### config.mk
export PLATFORM = sky130hd
export DESIGN_NAME = exotiny_conmon
export DESIGN_NICKNAME = d
export VERILOG_FILES = /design/src/rtl/exotiny_conmon.sv
export SDC_FILE = /design/constraint.sdc
export NUM_CORES = 1
export LEC_CHECK = 0
export CAP_MARGIN = 15
export CORE_ASPECT_RATIO = 1.75
export CORE_MARGIN = 4
export CORE_UTILIZATION = 54
export DETAILED_ROUTE_END_ITERATION = 12
export MAX_ROUTING_LAYER = met4
export PLACE_DENSITY = 0.86
export REMOVE_ABC_BUFFERS = 1
export SYNTH_ARGS = -nofsm -noshare
export SYNTH_HDL_FRONTEND = slang
export SYNTH_SLANG_ARGS = --single-unit
export TNS_END_PERCENT = 30
### constraint.sdc
create_clock -name clk_i -period 3.1 [get_ports clk_i]
set_clock_uncertainty 0.1 [all_clocks]
set_input_delay 0.62 -clock clk_i [delete_from_list [all_inputs] [get_ports clk_i]]
set_output_delay 0.62 -clock clk_i [all_outputs]
set_load 0.01 [all_outputs]
### src/rtl/exotiny_conmon.sv
// Console monitor: watches strobed console bytes for pass/fail signatures, runs an idle
// watchdog, and captures every accepted byte in a show-ahead FIFO for later readout.
module exotiny_conmon #(
  parameter int unsigned       DEPTH    = 16,
  parameter int unsigned       HIST     = 4,
  parameter logic [HIST*8-1:0] PASS_PAT = (HIST*8)'({"D", "O", "N", "E"}),
  parameter int unsigned       PASS_LEN = 4,
  parameter logic [HIST*8-1:0] FAIL_PAT = (HIST*8)'({"E", "R", "R"}),
  parameter int unsigned       FAIL_LEN = 3,
  parameter logic [31:0]       TIMEOUT  = 32'd0
) (
  input  logic                         clk_i,
  input  logic                         rst_in,
  input  logic                         sel_i,
  input  logic                         stb_i,
  input  logic [7:0]                   wdat_i,
  input  logic                         clear_i,
  input  logic                         rd_i,
  output logic [7:0]                   rd_dat_o,
  output logic                         rd_vld_o,
  output logic [$clog2(DEPTH+1)-1:0]   count_o,
  output logic                         done_o,
  output logic                         err_o,
  output logic                         tmo_o,
  output logic                         ovf_o
);

  localparam int unsigned HW   = HIST * 8;
  localparam int unsigned PtrW = $clog2(DEPTH);
  localparam int unsigned CntW = $clog2(DEPTH + 1);

  // Only the low PASS_LEN / FAIL_LEN bytes of the history take part in a match.
  localparam logic [HW-1:0] PassMask = {HW{1'b1}} >> (HW - PASS_LEN * 8);
  localparam logic [HW-1:0] FailMask = {HW{1'b1}} >> (HW - FAIL_LEN * 8);

  typedef enum logic [1:0] {StRun, StDone, StErr, StTmo} state_e;

  state_e          state_q, state_d;
  logic            stb_q;
  logic [HW-1:0]   hist_q, hist_d, hist_shift;
  logic [31:0]     wdog_q, wdog_d, wdog_inc;
  logic            accept, pass_hit, fail_hit;

  logic [7:0]      mem_q [DEPTH];
  logic [PtrW-1:0] wptr_q, rptr_q;
  logic [CntW-1:0] count_q, count_d;
  logic            ovf_q;
  logic            full, empty, push, pop, ovf_set;

  // Edge-detect the strobe so a held strobe yields a single byte.
  assign accept = sel_i & stb_i & ~stb_q;

  assign hist_shift = (hist_q << 8) | HW'(wdat_i);
  assign pass_hit   = ((hist_shift ^ PASS_PAT) & PassMask) == '0;
  assign fail_hit   = ((hist_shift ^ FAIL_PAT) & FailMask) == '0;
  assign wdog_inc   = wdog_q + 32'd1;

  always_comb begin
    state_d = state_q;
    hist_d  = hist_q;
    wdog_d  = wdog_q;
    if (clear_i) begin
      state_d = StRun;
      hist_d  = '0;
      wdog_d  = '0;
    end else if (state_q == StRun) begin
      if (accept) begin
        hist_d = hist_shift;
        wdog_d = '0;
        if (fail_hit) begin
          state_d = StErr;
        end else if (pass_hit) begin
          state_d = StDone;
        end
      end else if (TIMEOUT != 32'd0) begin
        wdog_d = wdog_inc;
        if (wdog_inc == TIMEOUT) begin
          state_d = StTmo;
        end
      end
    end
  end

  always_ff @(posedge clk_i or negedge rst_in) begin
    if (!rst_in) begin
      state_q <= StRun;
      stb_q   <= 1'b0;
      hist_q  <= '0;
      wdog_q  <= '0;
    end else begin
      state_q <= state_d;
      stb_q   <= stb_i;
      hist_q  <= hist_d;
      wdog_q  <= wdog_d;
    end
  end

  // Capture FIFO; a pop frees the slot the same cycle, so push+pop when full is legal.
  assign full    = (count_q == CntW'(DEPTH));
  assign empty   = (count_q == '0);
  assign pop     = rd_i & ~empty & ~clear_i;
  assign push    = accept & (~full | pop) & ~clear_i;
  assign ovf_set = accept & full & ~pop & ~clear_i;

  always_comb begin
    count_d = count_q;
    if (push && !pop) begin
      count_d = count_q + CntW'(1);
    end else if (pop && !push) begin
      count_d = count_q - CntW'(1);
    end
  end

  always_ff @(posedge clk_i or negedge rst_in) begin
    if (!rst_in) begin
      wptr_q  <= '0;
      rptr_q  <= '0;
      count_q <= '0;
      ovf_q   <= 1'b0;
    end else if (clear_i) begin
      wptr_q  <= '0;
      rptr_q  <= '0;
      count_q <= '0;
      ovf_q   <= 1'b0;
    end else begin
      if (push) begin
        wptr_q <= wptr_q + PtrW'(1);
      end
      if (pop) begin
        rptr_q <= rptr_q + PtrW'(1);
      end
      count_q <= count_d;
      if (ovf_set) begin
        ovf_q <= 1'b1;
      end
    end
  end

  always_ff @(posedge clk_i) begin
    if (push) begin
      mem_q[wptr_q] <= wdat_i;
    end
  end

  assign rd_dat_o = mem_q[rptr_q];
  assign rd_vld_o = ~empty;
  assign count_o  = count_q;
  assign done_o   = (state_q == StDone);
  assign err_o    = (state_q == StErr);
  assign tmo_o    = (state_q == StTmo);
  assign ovf_o    = ovf_q;

endmodule

==> flow_summary.yaml, run 1 <==
power:
  vdd_drop_max_v: 0.000617
  p_leak_nw: 2.96
  power_density_nw_per_um2: 715
detailed_routing:
  routed.top_layer: "met4"
  wl_per_cell_um: 22.2
  wl_met1_um: 5370
  dr.pass1.iters: 7
  route.met2.wl_um: 8670
  via_count: 4137
  routed_wl_um: 15200
  drc_errors: 0
  viasPerCell: 6.02
  routed-wl-met3_um: 634
  ant_nets: 0
  drt_iter0_drc: 311
run_status:
  outcome: "complete, no violations"
timing:
  min_period_over_period_pct: 99.7
  maxSlewHeadroom_pct: 40.2
  setup_violations: 0
  rsz0062_at_grt: "true"
  holdWs_ns: 0.221
  fmax_mhz: 323
  hold_viol: 0
  fin_crit_ns: 3.09
  worst_pin_slew_ns: 0.897
  slew_violations: 0
synth:
  synth-seq-cells: 169
  yosysTopAreaCellShare_pct: 54.9
  async_flop_share_pct: 24.3
  yosysWarnings: 0
  yosysTopAreaCell: "edfxtp_1"
  synth_ff_type: "edfxtp_1"
  synth.avg_cell_area_um2: 16.2
  syn-instance-count: 432
  netlist_area_um2: 7000
  synthTopCellsByArea: "edfxtp_1, dfrtp_1, mux4_2"
  ys_seq_area_share_pct: 69.5
  synth_edf_count: 128
  synth_cell_types: 43
global_routing:
  grt_first_pass_wirelength_um: 24400
  grt_max_degree: 42
  grt.total_usage_pct: 23.1
  grt_antenna_before_repair: 0
  grt_pass1_vias: 4380
  overflow: 0
critical_path:
  critPathArrivalTime_ns: 2.37
  start_kind: "flip-flop"
  crit_path_max_fanout: 4
  path_cells: "buf_4, mux4_2, mux4_2, dlygate4sd2_1"
  critPathCaptureType: "primary output"
  cp.required_ns: 2.38
  max_stage_delay_ns: 0.50
  crit_type: "flip-flop to primary output"
  critPathSlowestCell: "mux4_2"
  cpMostUsedCell: "mux4_2"
place:
  place.gp.congestion: 0.862
  dpl.cell_count: 648
  portBuffers: 31
  dp_hpwl_um: 10100
cts:
  clk_pin_slew_ns: 0.07
  clock_latency_ns: 0.42
  cts-root-buf: "clkbuf_16"
  clock_path_buffers: 2
  htreeDepth: 4
  tritoncts: "built"
  cts_buffers: 17
  clock_sinks: 169
die:
  die_h_um: 159
  die_area_um2: 14900
  initial_utilization_pct: 55.7
  io_pins: 32
  die_w_um: 94.1
  rows: 54
  coreArea_um2: 12600
min_path:
  min-delay-path-class: "input pin to async pin"
layout:
  drive_gt1_share_pct: 26.4
  diodes: 0
  syn_to_final_growth_pct: 20.2
  nets: 530
  final_cells: 687
job:
  cap_violations: 0
-- cells by family (layout without fill, tap and decap cells) --
kind of cell             Yosys count  in the layout  share of synthesized area (%)
AO/OA/AOI/OAI                     45             45                           3.89
buffers and inverters             31            118                           1.73
multiplexers                      47             47                           14.0
adder cells (fa/ha/maj)           10             10                           1.89
AND/OR/NAND/NOR                  125            125                           8.32
flip-flops                       169            169                           69.5
XOR/XNOR                           5              5                          0.625
-- cells in the mapped netlist, types with 3 or more instances --
cell,count
a21oi_1,29
edfxtp_1,128
xor2_1,3
nand2_1,60
nor4b_1,3
buf_2,4
nor3_1,8
nor2_1,25
nand2b_1,3
ha_1,9
mux4_2,40
clkbuf_1,20
a31oi_1,3
dfrtp_1,41
mux2i_1,5
nand3_1,6
nor4bb_1,3
inv_1,5
-- power by group --
group | switching, W | internal [W] | total (W)
sequential | 0.0000846 | 0.00249 | 0.00257
combinational | 0.000635 | 0.000802 | 0.00144
clock | 0.000889 | 0.00113 | 0.00201
-- metrics by stage --
| stage | area, µm² | setup TNS (ns) | total power, W | setup slack [ns] | util, % |
|---|---|---|---|---|---|
| after floorplan | 6910 | -1.62 | 0.00339 | -0.203 | - |
| after global placement | 7780 | 0 | 0.00390 | 0.0600 | 61.9 |
| after detailed placement | 7780 | -0.0807 | 0.00395 | -0.0659 | 61.9 |
| after CTS | 8410 | -0.00651 | 0.00602 | -0.00651 | 66.9 |
| after global routing | 8420 | -0.0603 | 0.00627 | -0.0271 | 67.0 |
| final | 8420 | 0 | 0.00602 | 0.00787 | 67.0 |
-- registers in the layout (all words and copies together), names as in the netlist --
signal and flops:
mem_q 128, hist_q 24, count_o 5, rptr_q 4
wptr_q 4, state_q 2, ovf_o 1, stb_q 1
-- critical path, delay by kind of cell, from the launching register on --
family	cells	cell delay, ns
buffers and inverters	2	0.49
muxes	2	0.98
DFF	1	0.47
-- cell usage in the layout, fill, tap and decap left out, drive strengths merged, types with 2 or more instances in the layout --
master,instances
nand2b,3
o21ai,3
nor2b,2
nor4b,3
a311oi,2
nor4,2
nand4,2
mux2i,5
o21a,2
buf,56
or3,2
clkinv,6
mux4,40
nand3,6
nor3,8
edfxtp,128
xnor2,2
inv,11
nor2,25
o211ai,2
clkbuf,18
xor2,3
or4,2
ha,9
a21oi,29
nand2,60
nor4bb,3
mux2,2
clkdlybuf4s50,22
clkinvlp,2
nand3b,2
dfrtp,41
a31oi,3
-- area by class of cell --
type / instances / area, µm²
inverters: 6 / 22.5
fillers: 839 / 4150
well taps: 168 / 210
repair buffers: 80 / 721
multi-input cells: 232 / 2030
flip-flops and latches: 169 / 4870
clock inverters: 14 / 139
clock buffers: 18 / 429
-- worst paths after layout --
path | startpoint | endpoint | slack (ns) | depth (start not counted)
setup / recovery | rptr_q[0] | rd_dat_o[3] | 0.008 | 4
hold / removal | rst_in | hist_q[11] | 0.22 | 1
max in group asynchronous | rst_in | rptr_q[0] | 2.05 | 1
min in group clk_i | hist_q[19] | hist_q[19] | 0.43 | 2
hold reg to reg | hist_q[19] | hist_q[19] | 0.43 | 2
setup reg to reg | count_o[1] | count_o[4] | 0.18 | 8
-- repair_timing --
item / CTS / global route
setup endpoints to repair: 8 / 3
setup buffers: 6 / 0
gates resized for setup: 28 / 6
cloned: 1 / 0
hold buffers: 0 / 0
-- layer usage --
| metal | global-route usage (%) | vias to the layer above |
|---|---|---|
| met4 | 9.64 | 0 |
| met2 | 41.1 | 170 |
| met5 | - | - |
| met1 | 25.7 | 2125 |
| li1 | - | 1801 |
| met3 | 3.74 | 41 |
Power figures use the tool's default switching activity.
==> run 2, diff against run 1 <==
--- a/config.mk
+++ b/config.mk
@@ -8,10 +8,10 @@
 export CAP_MARGIN = 15
 export CORE_ASPECT_RATIO = 1.75
 export CORE_MARGIN = 4
-export CORE_UTILIZATION = 54
+export CORE_UTILIZATION = 60
 export DETAILED_ROUTE_END_ITERATION = 12
 export MAX_ROUTING_LAYER = met4
-export PLACE_DENSITY = 0.86
+export PLACE_DENSITY = 0.9
 export REMOVE_ABC_BUFFERS = 1
 export SYNTH_ARGS = -nofsm -noshare
 export SYNTH_HDL_FRONTEND = slang
==> constraint.sdc (replaced) <==
create_clock -name clk_i -period 3.45 [get_ports clk_i]
set_clock_uncertainty 0.1 [all_clocks]
set_input_delay 0.69 -clock clk_i [delete_from_list [all_inputs] [get_ports clk_i]]
set_output_delay 0.69 -clock clk_i [all_outputs]
set_load 0.01 [all_outputs]
==> flow_summary.yaml, run 2 (synthesis gave the netlist of run 1 again) <==
run_status:
  outcome: "complete, no violations"
global_routing:
  grt_first_pass_wirelength_um: 23500
  grt_antenna_before_repair: 0
  grt.total_usage_pct: 25.1
  grt_pass1_vias: 4247
  grt_max_degree: 42
  overflow: 0
place:
  portBuffers: 31
  place.gp.congestion: 0.859
  dp_hpwl_um: 9850
critical_path:
  cp.required_ns: 2.66
  r2r-start: "count_o[1]"
  r2r-end: "count_o[4]"
  critPathCaptureType: "primary output"
  crit_start: "rptr_q[0]"
  worst-r2r-cell-count: 8
  reg2reg_slack_ns: 0.44
  crit_path_max_fanout: 14
  critPathArrivalTime_ns: 2.54
  start_kind: "flip-flop"
  cp-endpoint: "rd_dat_o[2]"
  crit_type: "flip-flop to primary output"
timing:
  rsz0062_at_grt: "false"
  fin_setup_tns_ns: 0
  setup_violations: 0
  hold_viol: 0
  worst_pin_slew_ns: 0.881
  slew_violations: 0
  fin_crit_ns: 3.33
  maxSlewHeadroom_pct: 41.3
  fmax_mhz: 300
  min_period_over_period_pct: 96.5
min_path:
  min-delay-path-class: "input pin to async pin"
power:
  vdd_drop_max_v: 0.000452
  power_density_nw_per_um2: 637
  combPwrFrac_pct: 22.8
  p_sw_w: 0.00139
  p_leak_nw: 2.93
  p_int_w: 0.00388
  switching_share_pct: 26.3
  seqPwrFrac_pct: 44.0
  p_clk_share_pct: 33.2
cts:
  cts-root-buf: "clkbuf_16"
  clock_sinks: 169
  cts_buffers: 17
  htreeDepth: 4
  tritoncts: "built"
  clk_pin_slew_ns: 0.06
  clock_path_buffers: 2
  postCtsSetupRepairBufs: 0
  clock_latency_ns: 0.42
die:
  coreArea_um2: 11500
  rows: 52
  initial_utilization_pct: 60.8
  io_pins: 32
  die_h_um: 151
  die_w_um: 89.7
  die_area_um2: 13500
layout:
  diodes: 0
  utilization_pct: 71.9
  syn_to_final_growth_pct: 18.1
  layout_common_cells: "edfxtp_1, nand2_1, mux4_2, dfrtp_1, buf_4"
  layout_commonest_cell: "edfxtp_1"
  regMostFlops: "mem_q"
  largest_reg_flops: 128
  nets: 518
  drive_gt1_share_pct: 22.7
detailed_routing:
  drc_errors: 0
  wl_per_cell_um: 23.9
  ant_nets: 0
  via_count: 4076
  routed_wl_um: 15300
  viasPerCell: 6.35
  dr.pass1.iters: 5
  drt_iter0_drc: 374
job:
  cap_violations: 0
run 2: changes by cell type in the layout (fill, tap and decap cells not counted), moves of 3 or more:
| cell | delta |
|---|---|
| buf_12 | -3 |
| buf_2 | -6 |
| buf_4 | -9 |
| dlymetal6s2s_1 | +5 |
run 2: what timing repair did:
action                     in CTS  in global routing
gates cloned                    0                  2
hold buffers                    0                  0
setup endpoints to repair       3                  5
resized for setup               3                  6
run 2: metrics by stage:
| step | cells | instance area (µm²) | total power, W | setup WS (ns) | hold WS (ns) |
|---|---|---|---|---|---|
| detailed placement | 608 | 7660 | 0.00350 | 0.211 | 0.416 |
| floorplan | 407 | 6910 | 0.00305 | 0.0769 | 0.294 |
| global placement | 608 | 7660 | 0.00346 | 0.293 | 0.404 |
| finish | 642 | 8280 | 0.00527 | 0.122 | 0.291 |
| global route | 642 | 8280 | 0.00549 | 0.0634 | 0.362 |
| CTS | 640 | 8210 | 0.00523 | 0.0112 | 0.304 |
run 2: layer usage:
layer	part of all wire [%]	vias to the layer above	GRT usage (%)
li1	-	1787	-
met1	36	2061	29.8
met2	56	198	42.0
met3	5.9	30	5.55
met4	2.6	0	8.35
met5	0	-	-
run 2: cell type report:
cell class | instances | area, µm²
Fill cell | 654 | 3240
Multi-Input combinational cell | 232 | 2020
Clock buffer | 17 | 425
Timing Repair Buffer | 68 | 643
Inverter | 6 | 22.5
Tap cell | 135 | 169
Clock inverter | 15 | 126
Sequential cell | 169 | 4870
run 2: worst max-delay path: stages (launching register included):
cell and delay [ns]:
dfrtp_2 0.49, clkbuf_16 0.25, mux4_2 0.54, mux4_2 0.52, dlygate4sd2_1 0.31
run 2: worst min path at each step:
stage                 endpoint  cells past startpoint
finish               hist_q[5]                      1
global placement         ovf_o                      2
CTS                 hist_q[13]                      1
global route        hist_q[10]                      1
floorplan           count_o[0]                      0
detailed placement       ovf_o                      2
run 2: power groups by stage:
stage | clock (W) | sequential (W) | combinational, W
6_report | 0.00175 | 0.00232 | 0.00120
5_1_grt | 0.00186 | 0.00233 | 0.00130
4_1_cts | 0.00177 | 0.00231 | 0.00116
3_5_place_dp | 0 | 0.00235 | 0.00116
3_3_place_gp | 0 | 0.00234 | 0.00112
2_1_floorplan | 0 | 0.00243 | 0.000612
